===== src/rtl/up_dp_pkg.sv =====
// Shared encodings and default widths for the accumulator datapath.
package up_dp_pkg;

  localparam int DATA_W_DEF = 8;
  localparam int ADDR_W_DEF = 5;

  typedef enum logic [1:0] {
    ASEL_ALU   = 2'b00,
    ASEL_INPUT = 2'b01,
    ASEL_MEM   = 2'b10,
    ASEL_IMM   = 2'b11
  } aSel_e;

  typedef enum logic [1:0] {
    ALU_ADD = 2'b00,
    ALU_SUB = 2'b01,
    ALU_AND = 2'b10,
    ALU_OR  = 2'b11
  } aluOp_e;

endpackage


===== src/rtl/up_alu.sv =====
// Combinational ALU: A op MemOutput with carry/borrow and signed overflow.
module up_alu
  import up_dp_pkg::*;
#(
  parameter int DATA_W = DATA_W_DEF
) (
  input  logic [DATA_W-1:0] a,
  input  logic [DATA_W-1:0] b,
  input  aluOp_e            op,
  output logic [DATA_W-1:0] result,
  output logic              carry,
  output logic              ovf
);

  logic [DATA_W:0] wide;

  always_comb begin
    wide   = '0;
    result = '0;
    carry  = 1'b0;
    ovf    = 1'b0;
    case (op)
      ALU_ADD: begin
        wide   = {1'b0, a} + {1'b0, b};
        result = wide[DATA_W-1:0];
        carry  = wide[DATA_W];
        ovf    = (a[DATA_W-1] == b[DATA_W-1]) && (result[DATA_W-1] != a[DATA_W-1]);
      end
      ALU_SUB: begin
        // The extra top bit of the widened difference is the unsigned borrow.
        wide   = {1'b0, a} - {1'b0, b};
        result = wide[DATA_W-1:0];
        carry  = wide[DATA_W];
        ovf    = (a[DATA_W-1] != b[DATA_W-1]) && (result[DATA_W-1] != a[DATA_W-1]);
      end
      ALU_AND: result = a & b;
      ALU_OR:  result = a | b;
      default: result = '0;
    endcase
  end

endmodule


===== src/rtl/up_dp_param.sv =====
// Accumulator datapath: PC, IR, A register, async-read memory and ALU flags.
module up_dp_param
  import up_dp_pkg::*;
#(
  parameter int DATA_W = DATA_W_DEF,
  parameter int ADDR_W = ADDR_W_DEF
) (
  input  logic                     CLOCK,
  input  logic                     RESET,
  input  logic [DATA_W-1:0]        Input,
  input  logic                     IRload,
  input  logic                     JMPmux,
  input  logic                     PCload,
  input  logic                     Meminst,
  input  logic                     MemWr,
  input  logic                     Aload,
  input  logic [1:0]               Asel,
  input  logic [1:0]               AluOp,
  output logic                     Aeq0,
  output logic                     Apos,
  output logic                     Carry,
  output logic                     Ovf,
  output logic [DATA_W-ADDR_W-1:0] IR,
  output logic [DATA_W-1:0]        Output,
  output logic [DATA_W-1:0]        MemOutput,
  output logic [ADDR_W-1:0]        AddOutput
);

  logic [DATA_W-1:0] mem [2**ADDR_W];
  logic [ADDR_W-1:0] pcReg;
  logic [DATA_W-1:0] irReg;
  logic [DATA_W-1:0] accReg;
  logic              carryReg;
  logic              ovfReg;

  logic [ADDR_W-1:0] irAddr;
  logic [DATA_W-1:0] accNext;
  logic [DATA_W-1:0] aluResult;
  logic              aluCarry;
  logic              aluOvf;
  logic              flagUpdate;

  assign irAddr    = irReg[ADDR_W-1:0];
  assign AddOutput = Meminst ? irAddr : pcReg;
  assign MemOutput = mem[AddOutput];

  up_alu #(
    .DATA_W (DATA_W)
  ) uAlu (
    .a      (accReg),
    .b      (MemOutput),
    .op     (aluOp_e'(AluOp)),
    .result (aluResult),
    .carry  (aluCarry),
    .ovf    (aluOvf)
  );

  always_comb begin
    accNext = aluResult;
    case (aSel_e'(Asel))
      ASEL_ALU:   accNext = aluResult;
      ASEL_INPUT: accNext = Input;
      ASEL_MEM:   accNext = MemOutput;
      ASEL_IMM:   accNext = {{(DATA_W-ADDR_W){1'b0}}, irAddr};
      default:    accNext = aluResult;
    endcase
  end

  // Flags only follow arithmetic results that actually land in A.
  assign flagUpdate = Aload && (aSel_e'(Asel) == ASEL_ALU) &&
                      ((aluOp_e'(AluOp) == ALU_ADD) || (aluOp_e'(AluOp) == ALU_SUB));

  always_ff @(posedge CLOCK) begin
    if (RESET) begin
      pcReg    <= '0;
      irReg    <= '0;
      accReg   <= '0;
      carryReg <= 1'b0;
      ovfReg   <= 1'b0;
    end else begin
      if (PCload) pcReg <= JMPmux ? irAddr : pcReg + 1'b1;
      if (IRload) irReg <= MemOutput;
      if (Aload) accReg <= accNext;
      if (flagUpdate) begin
        carryReg <= aluCarry;
        ovfReg   <= aluOvf;
      end
    end
  end

  // Memory is never cleared; writes are only blocked while reset is held.
  always_ff @(posedge CLOCK) begin
    if (MemWr && !RESET) mem[AddOutput] <= accReg;
  end

  assign Output = accReg;
  assign IR     = irReg[DATA_W-1:ADDR_W];
  assign Carry  = carryReg;
  assign Ovf    = ovfReg;
  assign Aeq0   = (accReg == '0);
  assign Apos   = ~accReg[DATA_W-1];

endmodule


===== config.mk =====
export PLATFORM = sky130hd
export DESIGN_NAME = up_dp_param
export DESIGN_NICKNAME = d
export VERILOG_FILES = /design/src/rtl/up_dp_pkg.sv /design/src/rtl/up_alu.sv /design/src/rtl/up_dp_param.sv
export SDC_FILE = /design/constraint.sdc
export NUM_CORES = 1
export LEC_CHECK = 0
export ABC_CLOCK_PERIOD_IN_PS = 7200
export BUFFER_PORTS_ARGS = -buffer_cell sky130_fd_sc_hd__buf_2
export CAP_MARGIN = 30
export CORE_ASPECT_RATIO = 1.75
export CORE_MARGIN = 5
export CORE_UTILIZATION = 35
export CTS_BUF_LIST = sky130_fd_sc_hd__clkbuf_16
export DETAILED_ROUTE_END_ITERATION = 8
export PLACE_DENSITY = 0.53
export RECOVER_POWER = 100
export SLEW_MARGIN = 25
export SYNTH_ARGS = -nofsm -noshare
export SYNTH_HDL_FRONTEND = slang
export SYNTH_SLANG_ARGS = --single-unit

===== constraint.sdc =====
create_clock -name CLOCK -period 7.2 [get_ports CLOCK]
set_input_delay 0.36 -clock CLOCK [delete_from_list [all_inputs] [get_ports CLOCK]]
set_output_delay 0.36 -clock CLOCK [all_outputs]
set_load 0.01 [all_outputs]

* Word level (Yosys, flattened, before mapping)
Memory sizes are Yosys's and may differ from the RTL's. Cells that the tools add are included. W data, S select, Z words.
Word-level totals: flip-flop bits (word level) 23, latch bits 0, RAM bits 256, memory bits (read-only) 0, input port bits 20, output and inout bits 28, word-level logic and storage cells 40, memories 1
Memories:
- mem | depth 32, width 8, read ports 1, clocked after Yosys merged registers in 0, wr ports 1, line up_dp_param.sv:29 | logic [DATA_W-1:0] mem [2**ADDR_W];
Operators by class: add/subtract/negate cells 3, multipliers 0, divide/modulo/power cells 0, magnitude comparators 0, equal/unequal tests 10, shifts and indexed selects 0, muxes and demuxes 8, bitwise logic cells 3, reductions and logical operators 10
Operator list (number):
- $pmux W8 S4 | 2
- $mux W5 | 2
- $add A8 B8 Y9 | 1
- $sub A8 B8 Y9 | 1
- $and A8 B8 Y8 | 1
- $eq A2 B2 Y1 const B | 4
- $logic_not A8 Y1 | 1
- $or A8 B8 Y8 | 1
- $add A5 B1 Y5 const B | 1
- $logic_and A1 B1 Y1 | 5
- $eq A2 B1 Y1 const B | 2
- $logic_not A2 Y1 | 2
- $pmux W1 S2 | 2
- $ne A1 B1 Y1 | 3
- $mux W1 | 2
- $eq A1 B1 Y1 | 1
- $logic_not A1 Y1 | 1
- $logic_or A1 B1 Y1 | 1
- $not A1 Y1 | 1

* Depth between registers and ports, before layout
An unclocked memory read counts as a cell.
depth after elaboration 6, depth in mapped cells 20, mapped depth without buffers 15

* Cells and area by module
From an unflattened synthesis, not the netlist that was laid out.
Unflattened totals: cell total of the unflattened synthesis 943, area, all modules 12777.3 um2
By module, submodules not included:
- up_dp_param | times used 1, cells an instance 790, area an instance 11649.9 um2, sequential area each 8147.8 um2
- up_alu | times used 1, cells an instance 153, area an instance 1127.3 um2, sequential area each 0.0 um2

* Worst setup path after synthesis
Ideal clock, no wire load.
path type input-to-reg, from input port Meminst, to register accReg[3], in the netlist Output[3], data arrival time 4.429 ns, data required time 7.072 ns, path slack 2.643 ns, stages on the path 20, path through buf_6 > mux2i_4 > inv_4 > buf_12 > buf_12 > buf_6 > buf_4 > mux4_2 > o22ai_1 > nor4_2 > inv_1 > ha_1 > and3_1 > or3_1 > mux2i_1 > xor2_1 > o21ai_0 > mux4_2 > mux2i_1 > nor2_1
Between the ends: word-level cells in the longest chain between the ends 5, elaborated cells on any way between the ends 8
RTL lines:
- from (decl) | line up_dp_param.sv:14 | input logic Meminst,
- $mux W5 * | line up_dp_param.sv:44 | assign AddOutput = Meminst ? irAddr : pcReg;
- $mem_v2 Z32 W8 *
- via MemOutput[1] | line up_dp_param.sv:25 | output logic [DATA_W-1:0] MemOutput,
- $sub A8 B8 Y9 / $add A8 B8 Y9 (equally long branches) | line up_alu.sv:31, up_alu.sv:24
- $pmux W8 S4 * | line up_alu.sv:22 | case (op)
- $pmux W8 S4 * | line up_dp_param.sv:60 | case (aSel_e'(Asel))
- to (signal assigned) | line up_dp_param.sv:83 | if (Aload) accReg <= accNext;
- to (decl) | line up_dp_param.sv:32 | logic [DATA_W-1:0] accReg;
Mark *: on every way through the listed nets, which the timed path passes. The rest lies on a longest branch. A chain may end at the register's enable or synchronous reset.

* Worst setup path in the final report
from register pcReg[0], to register accReg[7], in the netlist Output[7]
Between the ends: word-level cells in the longest chain between the ends 5, elaborated cells on any way between the ends 8
RTL lines:
- from (decl) | line up_dp_param.sv:30 | logic [ADDR_W-1:0] pcReg;
- from (signal assigned) | line up_dp_param.sv:81 | if (PCload) pcReg <= JMPmux ? irAddr : pcReg + 1'b1;
- $mux W5 * | line up_dp_param.sv:44
- $mem_v2 Z32 W8 *
- $sub A8 B8 Y9 (tied with other cells) | line up_alu.sv:31 | wide = {1'b0, a} - {1'b0, b};
- $pmux W8 S4 | line up_alu.sv:22
- $pmux W8 S4 * | line up_dp_param.sv:60
Every way passes the cells marked *; elsewhere a longest branch is shown, timed or not.

==> results.sh <==
export IMPL_run_status="complete, but fails checks"
export IMPL_violations="capacitance limit, slew limit"
export IMPL_routedWlPerCell_um=25.8
export IMPL_synth_warnings=0
export IMPL_core_area_um2=35900
export IMPL_synth_edf_count=256
export IMPL_gp_congestion=0.885
export IMPL_critical_path_class="reg -> reg"
export IMPL_p_per_area_nw_per_um2=275
export IMPL_power_uw=3860
export IMPL_end_kind="register"
export IMPL_final_setup_viol_count=0
export IMPL_clk_pin_slew_ps=70
export IMPL_row_count=92
export IMPL_area_growth_pct=11.0
export IMPL_synth_avg_cell_area_um2=15.4
export IMPL_design_die_area_um2=40200
export IMPL_nNetsFinal=906
export IMPL_worstMarginPinSlew_ps=2460
export IMPL_ant_nets=0
export IMPL_tritoncts="built"
export IMPL_cts_buffers=25
export IMPL_cts_sinks=279
export IMPL_p_leak_uw=0.00462
export IMPL_start_util_pct=35.2
export IMPL_die_w_um=154
export IMPL_cts_max_level=1
export IMPL_cts_resized=0
export IMPL_clk_path_buf_depth=3
export IMPL_fp_dieH_um=261
export IMPL_timing_slew_headroom_pct=-63.8
export IMPL_cts_hold_buffers=0
export IMPL_post_cts_repair_setup_buffers=0
export IMPL_antenna_found_initial=0
export IMPL_hold_violations=0
export IMPL_cp_max_fo=46
export IMPL_grt_pass1_wl_mm=51.5
export IMPL_syn_num_nets=865
export IMPL_cts_root_buf="clkbuf_16"
export IMPL_io_pins=48
export IMPL_startpoint_type="register"
export IMPL_grt_max_degree=47
export IMPL_drcViolationCount=0
export IMPL_synthCells=821
export IMPL_finalWirelength_mm=34.8
export IMPL_drt_first_iter_violations=650
export IMPL_clock_skew_ps=11.3
export IMPL_hp_class="in -> reg"
export IMPL_grt_pass1_vias=7828
export IMPL_dr_pass1_iters=5
export IMPL_gr_total_overflow=0
export IMPL_synth_ff_type="edfxtp_1"
export IMPL_synth_seq_cells=279
export IMPL_async_flop_share_pct=0
export IMPL_grt_use_total_pct=17.2
export IMPL_yosysUniqueCellTypes=69
export IMPL_timing_fmax_mhz=165
export IMPL_fillers=3410
export IMPL_place_ws_ps=1350
export IMPL_fin_hold_ws_ps=139
export IMPL_rsz0062_at_grt="false"
export IMPL_fin_ws_ps=1140
export IMPL_via_per_inst=5.54
export IMPL_dpl_cell_count=1304
export IMPL_post_dp_hpwl_mm=23.9
export IMPL_n_antenna_cell=0
export IMPL_finalCriticalPeriod_ps=6060
export IMPL_stdcell_count=1350
export IMPL_ir_drop_v=0.000122
export IMPL_drv_cap=8
export IMPL_io_buffers=47
export IMPL_drive_gt1_share_pct=16.9
export IMPL_setup_tns_ps=0
export IMPL_cp_data_arrival_time_ps=6480
export IMPL_fin_crit_sh_pct=84.2
export IMPL_vias=7480
export IMPL_syn_cell_area_um2=12600
export IMPL_yosysSeqAreaShare_pct=64.4
export IMPL_insertion_delay_ps=530
export IMPL_slew_viol_final=317
export IMPL_cp_data_required_time_ps=7620
==> per-layer routing <==
metal / vias up / global-route usage (%) / routed length (um)
li1: 3327 / - / -
met1: 3887 / 18.8 / 12600
met2: 202 / 33.2 / 19200
met3: 64 / 1.84 / 1230
met4: 0 / 7.71 / 1700
met5: - / 0 / 0
==> cell usage in the layout, fill, tap and decap left out, drive strengths merged, types with 7 or more instances in the layout <==
cell type  synthesis  routed
o22ai             26      26
a41oi             12      12
a21o              10      10
mux4              57      57
buf               22      32
o21ai             18      18
mux2              12      12
dfxtp             23      23
nor3              10      10
a21oi             18      18
inv               44      47
ha                22      22
clkinv             0      12
or4b               7       7
edfxtp           256     256
mux2i             24      24
clkbuf            35      64
nor4b              7       7
a31oi              7       7
nor2              71      71
nand2             23      23
o21bai            10      10
nor4              10      10
==> stage by stage <==
stage | instance area, um2 | utilization [%]
after floorplan | 12600 | -
after global placement | 13400 | 37.2
after detailed placement | 13400 | 37.2
after CTS | 14100 | 39.4
after global routing | 14000 | 39.1
final | 14000 | 39.1
==> synthesized netlist by cell type (all sizes together), types with 18 or more instances <==
cell | count | area (um2)
inv | 44 | 168
clkbuf | 35 | 131
o22ai | 26 | 163
nor2 | 71 | 267
buf | 22 | 174
ha | 22 | 275
mux4 | 57 | 1280
mux2i | 24 | 265
nand2 | 23 | 86.3
a21oi | 18 | 90.1
dfxtp | 23 | 460
edfxtp | 256 | 7690
o21ai | 18 | 90.1
==> logic make-up after synthesis <==
family,after synthesis,share of synthesized area (%)
AND/OR/NAND/NOR,178,7.81
adder cells (fa/ha/maj),24,2.49
multiplexers,93,13.3
AO/OA/AOI/OAI,141,7.88
XOR/XNOR,5,0.346
buffers and inverters,101,3.74
flip-flops,279,64.4
==> sequential cells by signal (all words and copies together), names as in the netlist <==
register and count:
Carry 1, Output 8, Ovf 1, irReg 8, mem 256, pcReg 5
==> path summary, 6_finish.rpt <==
check                           slack (ps)  cells past startpoint      from   endpoint
worst max-delay path                  1140                     16  pcReg[0]  Output[7]
worst min-delay path                   140                      2    PCload   pcReg[1]
worst max register to register        1140                     16  pcReg[0]  Output[7]
worst min register to register         500                      2  irReg[5]   irReg[5]
==> critical path, cell delays in order, from the launching register on <==
cell and delay, ps:
dfxtp_1 310, clkbuf_1 690, mux2i_4 260, inv_4 670, buf_12 290, mux4_2 270, o22ai_1 120, nor4_1 1200
ha_1 430, o21bai_1 100, a21oi_1 220, o21bai_1 90, a21oi_1 320, inv_1 70, a221o_1 330, and4b_1 210
or3_1 330
==> power by group <==
| group | switching (uW) | leakage [uW] | internal (uW) |
|---|---|---|---|
| clock network | 615 | 0.000378 | 680 |
| registers | 23.2 | 0.00255 | 1830 |
| logic | 453 | 0.00169 | 257 |
| total | 1090 | 0.00462 | 2770 |
==> area by class of cell <==
class                           instances  area (um2)  area share, %
Sequential cell                       279        8150           58.0
Multi-Input combinational cell        441        4020           28.6
Clock buffer                           25         626           4.45
Tap cell                              470         588           4.19
Timing Repair Buffer                   71         344           2.45
Inverter                               44         168           1.19
Clock inverter                         20         149           1.06
(Power assumes the default switching activity.)
